$ cat src/rtl/lsu_pkg.sv
// Shared definitions for the load/store unit: funct3 encodings, FSM states,
// fault cause codes and the accept-time fault classifier.
package lsu_pkg;

  localparam logic [2:0] F3_LB  = 3'd0;
  localparam logic [2:0] F3_LH  = 3'd1;
  localparam logic [2:0] F3_LW  = 3'd2;
  localparam logic [2:0] F3_LBU = 3'd4;
  localparam logic [2:0] F3_LHU = 3'd5;

  localparam logic [2:0] F3_SB  = 3'd0;
  localparam logic [2:0] F3_SH  = 3'd1;
  localparam logic [2:0] F3_SW  = 3'd2;

  typedef enum logic [1:0] {
    S_IDLE  = 2'd0,
    S_READ  = 2'd1,
    S_WRITE = 2'd2,
    S_RESP  = 2'd3
  } lsu_state_e;

  typedef enum logic [1:0] {
    CAUSE_NONE     = 2'd0,
    CAUSE_MISALIGN = 2'd1,
    CAUSE_RANGE    = 2'd2,
    CAUSE_ILLEGAL  = 2'd3
  } lsu_cause_e;

  // Highest-priority fault wins: illegal encoding, then alignment, then range.
  function automatic lsu_cause_e fault_cause(
    input logic       we,
    input logic [2:0] funct3,
    input logic [1:0] addr_lo,
    input logic       out_of_range
  );
    logic illegal;
    logic misalign;
    illegal  = we ? (funct3 > 3'd2)
                  : ((funct3 == 3'd3) || (funct3 == 3'd6) || (funct3 == 3'd7));
    misalign = ((funct3[1:0] == 2'd1) && addr_lo[0]) ||
               ((funct3[1:0] == 2'd2) && (addr_lo != 2'd0));
    if (illegal) begin
      fault_cause = CAUSE_ILLEGAL;
    end else if (misalign) begin
      fault_cause = CAUSE_MISALIGN;
    end else if (out_of_range) begin
      fault_cause = CAUSE_RANGE;
    end else begin
      fault_cause = CAUSE_NONE;
    end
  endfunction

endpackage

$ cat src/rtl/lsu_align.sv
// Byte-lane steering: load lane extract with sign/zero extension, and the
// store merge that replaces only the addressed byte/half of an old word.
module lsu_align
  import lsu_pkg::*;
(
  input  logic [31:0] i_rd_word,
  input  logic [31:0] i_old_word,
  input  logic [31:0] i_wdata,
  input  logic [1:0]  i_addr_lo,
  input  logic [2:0]  i_funct3,
  output logic [31:0] o_load_data,
  output logic [31:0] o_store_word
);

  logic [4:0]  w_shamt;
  logic [31:0] w_lane;
  logic [31:0] w_mask;

  assign w_shamt = {i_addr_lo, 3'b000};
  assign w_lane  = i_rd_word >> w_shamt;

  always_comb begin
    o_load_data = 32'd0;
    case (i_funct3)
      F3_LB:   o_load_data = {{24{w_lane[7]}}, w_lane[7:0]};
      F3_LH:   o_load_data = {{16{w_lane[15]}}, w_lane[15:0]};
      F3_LW:   o_load_data = w_lane;
      F3_LBU:  o_load_data = {24'd0, w_lane[7:0]};
      F3_LHU:  o_load_data = {16'd0, w_lane[15:0]};
      default: o_load_data = 32'd0;
    endcase
  end

  // A full-word mask makes SW fall out of the same merge expression.
  always_comb begin
    w_mask = 32'd0;
    case (i_funct3)
      F3_SB:   w_mask = 32'h0000_00FF << w_shamt;
      F3_SH:   w_mask = 32'h0000_FFFF << w_shamt;
      F3_SW:   w_mask = 32'hFFFF_FFFF;
      default: w_mask = 32'd0;
    endcase
    o_store_word = (i_old_word & ~w_mask) | ((i_wdata << w_shamt) & w_mask);
  end

endmodule

$ cat src/rtl/load_store_unit.sv
// Load/store unit: accepts one CPU request at a time, drives the word-wide
// data memory port and returns a single response (data or fault).
module load_store_unit
  import lsu_pkg::*;
#(
  parameter int ADDR_W = 10
) (
  input  logic        clk,
  input  logic        rst,
  input  logic        req_valid,
  output logic        req_ready,
  input  logic        req_we,
  input  logic [2:0]  req_funct3,
  input  logic [31:0] req_addr,
  input  logic [31:0] req_wdata,
  output logic        resp_valid,
  input  logic        resp_ready,
  output logic [31:0] resp_rdata,
  output logic        resp_err,
  output logic [1:0]  resp_cause,
  output logic [31:0] mem_A,
  output logic [31:0] mem_WD,
  output logic        mem_WE,
  input  logic [31:0] mem_RD
);

  lsu_state_e        r_state;
  lsu_state_e        w_next_state;
  logic              r_we;
  logic [2:0]        r_funct3;
  logic [ADDR_W+1:0] r_addr;
  logic [31:0]       r_wdata;
  logic [31:0]       r_merge;
  logic [31:0]       r_rdata;
  logic              r_err;
  lsu_cause_e        r_cause;

  logic              w_accept;
  logic              w_out_of_range;
  lsu_cause_e        w_cause;
  logic [31:0]       w_load_data;
  logic [31:0]       w_store_word;

  assign w_accept       = req_valid && (r_state == S_IDLE);
  assign w_out_of_range = |req_addr[31:ADDR_W+2];
  assign w_cause        = fault_cause(req_we, req_funct3, req_addr[1:0], w_out_of_range);

  lsu_align u_align (
    .i_rd_word    (mem_RD),
    .i_old_word   (r_merge),
    .i_wdata      (r_wdata),
    .i_addr_lo    (r_addr[1:0]),
    .i_funct3     (r_funct3),
    .o_load_data  (w_load_data),
    .o_store_word (w_store_word)
  );

  always_ff @(posedge clk or posedge rst) begin
    if (rst) begin
      r_state <= S_IDLE;
    end else begin
      r_state <= w_next_state;
    end
  end

  // Sub-word stores detour through READ to fetch the word they merge into.
  always_comb begin
    w_next_state = r_state;
    case (r_state)
      S_IDLE: begin
        if (req_valid) begin
          if (w_cause != CAUSE_NONE) begin
            w_next_state = S_RESP;
          end else if (!req_we) begin
            w_next_state = S_READ;
          end else if (req_funct3 == F3_SW) begin
            w_next_state = S_WRITE;
          end else begin
            w_next_state = S_READ;
          end
        end else begin
          w_next_state = S_IDLE;
        end
      end
      S_READ:  w_next_state = r_we ? S_WRITE : S_RESP;
      S_WRITE: w_next_state = S_RESP;
      S_RESP: begin
        if (resp_ready) begin
          w_next_state = S_IDLE;
        end else begin
          w_next_state = S_RESP;
        end
      end
      default: w_next_state = S_IDLE;
    endcase
  end

  // Memory strobes decode from the state register so reset drops mem_WE at once.
  always_comb begin
    req_ready  = 1'b0;
    resp_valid = 1'b0;
    mem_A      = 32'd0;
    mem_WD     = 32'd0;
    mem_WE     = 1'b0;
    case (r_state)
      S_IDLE: req_ready = 1'b1;
      S_READ: mem_A = {{(32-ADDR_W){1'b0}}, r_addr[ADDR_W+1:2]};
      S_WRITE: begin
        mem_A  = {{(32-ADDR_W){1'b0}}, r_addr[ADDR_W+1:2]};
        mem_WD = w_store_word;
        mem_WE = 1'b1;
      end
      S_RESP:  resp_valid = 1'b1;
      default: req_ready = 1'b0;
    endcase
  end

  always_ff @(posedge clk or posedge rst) begin
    if (rst) begin
      r_we     <= 1'b0;
      r_funct3 <= 3'd0;
      r_addr   <= '0;
      r_wdata  <= 32'd0;
      r_merge  <= 32'd0;
      r_rdata  <= 32'd0;
      r_err    <= 1'b0;
      r_cause  <= CAUSE_NONE;
    end else begin
      case (r_state)
        S_IDLE: begin
          if (w_accept) begin
            r_we     <= req_we;
            r_funct3 <= req_funct3;
            r_addr   <= req_addr[ADDR_W+1:0];
            r_wdata  <= req_wdata;
            r_rdata  <= 32'd0;
            r_err    <= (w_cause != CAUSE_NONE);
            r_cause  <= w_cause;
          end
        end
        S_READ: begin
          if (r_we) begin
            r_merge <= mem_RD;
          end else begin
            r_rdata <= w_load_data;
          end
        end
        default: begin
          r_merge <= r_merge;
        end
      endcase
    end
  end

  assign resp_rdata = r_rdata;
  assign resp_err   = r_err;
  assign resp_cause = r_cause;

endmodule

$ cat config.mk
export PLATFORM = sky130hd
export DESIGN_NAME = load_store_unit
export DESIGN_NICKNAME = d
export VERILOG_FILES = /design/src/rtl/lsu_pkg.sv /design/src/rtl/lsu_align.sv /design/src/rtl/load_store_unit.sv
export SDC_FILE = /design/constraint.sdc
export NUM_CORES = 1
export LEC_CHECK = 0
export CORE_MARGIN = 2
export CORE_UTILIZATION = 52
export DETAILED_ROUTE_END_ITERATION = 8
export DONT_BUFFER_PORTS = 1
export GPL_TIMING_DRIVEN = 0
export MAX_ROUTING_LAYER = met4
export PLACE_DENSITY = 0.78
export SLEW_MARGIN = 20
export SYNTH_ARGS = -nofsm -noshare
export SYNTH_HDL_FRONTEND = slang
export SYNTH_SLANG_ARGS = --single-unit
$ cat constraint.sdc
create_clock -name clk -period 5.4 [get_ports clk]
set_clock_uncertainty 0.05 [all_clocks]
set_input_delay 1.08 -clock clk [delete_from_list [all_inputs] [get_ports clk]]
set_output_delay 1.08 -clock clk [all_outputs]
set_load 0.005 [all_outputs]
==> flow_metrics.env <==
export IMPL_worst_path_buf_inv=1
export IMPL_die_y_um=116
export IMPL_rsz0062_at_grt="no"
export IMPL_cts_buffers_inserted=17
export IMPL_cp_depth=5
export IMPL_cts_setup_buffers=0
export IMPL_maxCapViolCount=0
export IMPL_final_cell_mix="dfrtp_1, mux2_2, mux2i_1"
export IMPL_crit_chain="clkbuf_1 -> a21oi_1 -> nor3b_2 -> a22oi_1 -> nor2b_1"
export IMPL_stdcell_area_mm2=0.00744
export IMPL_clock_root_buffer="clkbuf_16"
export IMPL_ys_ff_latch=117
export IMPL_grt_overflow_total=0
export IMPL_worstHoldPathType="reg2reg"
export IMPL_min_period_over_period_pct=68.0
export IMPL_clk_pin_slew_ns=0.05
export IMPL_setup_violations_final=0
export IMPL_synth_area_per_cell_um2=11.9
export IMPL_multi_input_area_mm2=0.00328
export IMPL_seqCellArea_mm2=0.00293
export IMPL_rr_startpoint="r_state[0]"
export IMPL_crit_path_end_kind="primary output"
export IMPL_die_area_mm2=0.0135
export IMPL_cp_endpoint="mem_WD[15]"
export IMPL_hpwlAfterDp_mm=14.2
export IMPL_crit_fanout=10
export IMPL_vias=4743
export IMPL_first_iter_violations=458
export IMPL_h_tree_depth=4
export IMPL_cts_hold_buf=0
export IMPL_worst_slack_ns=1.73
export IMPL_cp_startpoint="r_funct3[0]"
export IMPL_wirelength_mm=18.5
export IMPL_start_util_pct=53.9
export IMPL_rows=40
export IMPL_peakVddDrop_mv=0.314
export IMPL_drc_errors=0
export IMPL_globalplace_congestion=0.921
export IMPL_synthArstFlopShare_pct=100
export IMPL_pre_cts_slack_ns=2.28
export IMPL_cp_data_arrival_time_ns=2.54
export IMPL_antenna_diode_count=0
export IMPL_placed_cell_area_mm2=0.00685
export IMPL_num_nets_final=699
export IMPL_r2r_setup_slack_ns=3.07
export IMPL_syn_to_final_growth_pct=14.0
export IMPL_grt_max_degree=73
export IMPL_synth_area_mm2=0.00653
export IMPL_yosys_warnings=0
export IMPL_p_per_area_mw_per_mm2=661
export IMPL_hold_viol=0
export IMPL_fin_tns_setup_ns=0
export IMPL_drv_slew=0
export IMPL_yosysSeqAreaShare_pct=44.9
export IMPL_ant_nets=0
export IMPL_slew_headroom_pct=50.7
export IMPL_crit_required_ns=4.27
export IMPL_clockBufferDepth=2
export IMPL_max_freq_ghz=0.272
export IMPL_grt_pass1_vias=4936
export IMPL_crit_type="reg2out"
export IMPL_tightest_slew_ns=0.734
export IMPL_postCtsResizedCells=0
export IMPL_antenna_found_initial=0
export IMPL_wl_per_cell_um=24.0
export IMPL_grt_pass1_wl_mm=28.0
export IMPL_finalCriticalPeriod_ns=3.67
export IMPL_vias_per_cell=6.15
export IMPL_final_common_cell="dfrtp_1"
export IMPL_outcome="complete, no violations"
export IMPL_cp_start_kind="register"
export IMPL_nFillCells=989
export IMPL_cts_sinks=117
export IMPL_worstRegToRegCells=7
export IMPL_rr_endpoint="resp_rdata[15]"
export IMPL_holdWs_ns=0.449
export IMPL_die_w_um=116
export IMPL_stdcell_count=771
export IMPL_clkLatencyLatePin_ns=0.41
export IMPL_io_buffers=0
export IMPL_power_leakage_uw=0.00334
export IMPL_crit_family="simple AND/OR/NAND/NOR gates"
export IMPL_syn_inst=550
export IMPL_synth_edff_count=0
export IMPL_drtPass1Iterations=5
export IMPL_crit_slowest_cell="nor3b_2"
export IMPL_tritoncts="yes"
export IMPL_core_area_mm2=0.0121
export IMPL_place_inst=740
export IMPL_grt_usage_pct=29.4
export IMPL_max_stage_delay_ns=0.64
export IMPL_ioPinCount=206
export IMPL_ys_flop_type="dfrtp_1"
export IMPL_drive_gt1_share_pct=34.5
export IMPL_yosysUniqueCellTypes=56
-- Yosys cell counts (all sizes together), types with 2 or more instances --
master | instances | share of area, %
buf | 47 | 5.1
mux2i | 33 | 5.1
dfrtp | 117 | 45
nand2b | 10 | 0.96
a22oi | 9 | 1.0
nand3b | 2 | 0.23
nor3 | 3 | 0.31
a21oi | 4 | 0.36
ha | 4 | 0.77
nand2 | 30 | 1.7
o21ai | 20 | 1.6
nand3 | 17 | 1.3
a22o | 8 | 1.1
o211a | 9 | 1.4
clkbuf | 9 | 0.52
inv | 5 | 0.29
nor2 | 15 | 0.90
mux4 | 9 | 3.1
nor2b | 21 | 2.1
and3 | 2 | 0.19
a221o | 16 | 2.8
mux2 | 97 | 17
a31oi | 2 | 0.19
or3 | 2 | 0.27
a21boi | 8 | 0.92
or2b | 2 | 0.23
and2 | 18 | 1.7
nor4 | 7 | 1.1
o31a | 2 | 0.27
o211ai | 9 | 1.0
-- where the power goes --
| group | internal, uW | switching [uW] | total [uW] | leakage [uW] |
|---|---|---|---|---|
| combinational | 1060 | 1120 | 2190 | 0.00162 |
| clock | 741 | 383 | 1120 | 0.000288 |
| sequential | 1260 | 342 | 1610 | 0.00143 |
-- registers in the layout, summed over array words and instances (netlist names) --
| signal | flops |
|---|---|
| resp_err | 1 |
| r_funct3 | 3 |
| resp_cause | 2 |
| r_we | 1 |
| r_wdata | 32 |
| resp_rdata | 32 |
| r_addr | 12 |
| r_merge | 32 |
| r_state | 2 |
-- how the worst min path moves through the flow --
stage	slack [ns]	endpoint	startpoint	cells after the start
final	0.45	r_addr[10]	r_addr[10]	1
after global routing	0.47	r_addr[4]	r_addr[4]	1
after CTS	0.45	r_addr[10]	r_addr[10]	1
after detailed placement	0.44	r_addr[5]	r_addr[5]	1
after global placement	0.43	r_addr[7]	r_addr[7]	1
after floorplan	0.42	r_addr[10]	r_addr[10]	1
-- worst register-to-register path: stages, from the launching register on --
cell and delay, ns:
dfrtp_1 0.40, inv_1 0.08, ha_1 0.36, or2b_1 0.30, o211ai_1 0.35, clkbuf_1 0.46, a22oi_1 0.17, nand2_1 0.11
-- stage by stage --
| step | power, uW | util, % |
|---|---|---|
| 4_1_cts | 4900 | 61.4 |
| 3_3_place_gp | 3650 | 56.3 |
| 3_5_place_dp | 3750 | 56.5 |
| 2_1_floorplan | 3190 | - |
| 6_report | 4920 | 61.4 |
| 5_1_grt | 5190 | 61.4 |
-- per-layer routing --
metal / GRT usage (%) / vias to the layer above / share of wire, %
met1: 34.6 / 2346 / 38
met4: 13.1 / 0 / 3.6
met5: - / - / 0
met2: 46.2 / 282 / 49
li1: - / 2065 / -
met3: 9.41 / 50 / 9.8
-- final cells by class --
type | instances | share of cell area, %
Multi-Input combinational cell | 392 | 44.1
Clock buffer | 21 | 6.19
Tap cell | 168 | 2.83
Clock inverter | 10 | 1.75
Timing Repair Buffer | 1 | 0.370
Buffer | 57 | 5.11
Inverter | 5 | 0.320
Sequential cell | 117 | 39.4
-- logic make-up (layout without fill, tap and decap cells) --
logic type,count (synthesis),after routing,synth area share [%]
other,1,22,0.0574
DFF,117,117,44.9
and+or+nand+nor,133,133,11.7
muxes,139,139,24.9
buffers and inverters,62,94,6.11
adders and majority gates,4,4,0.767
AOI/OAI and AO/OA,93,93,11.5
xor gates and xnor gates,1,1,0.134
Note: power is estimated with default switching activity, not from simulation.
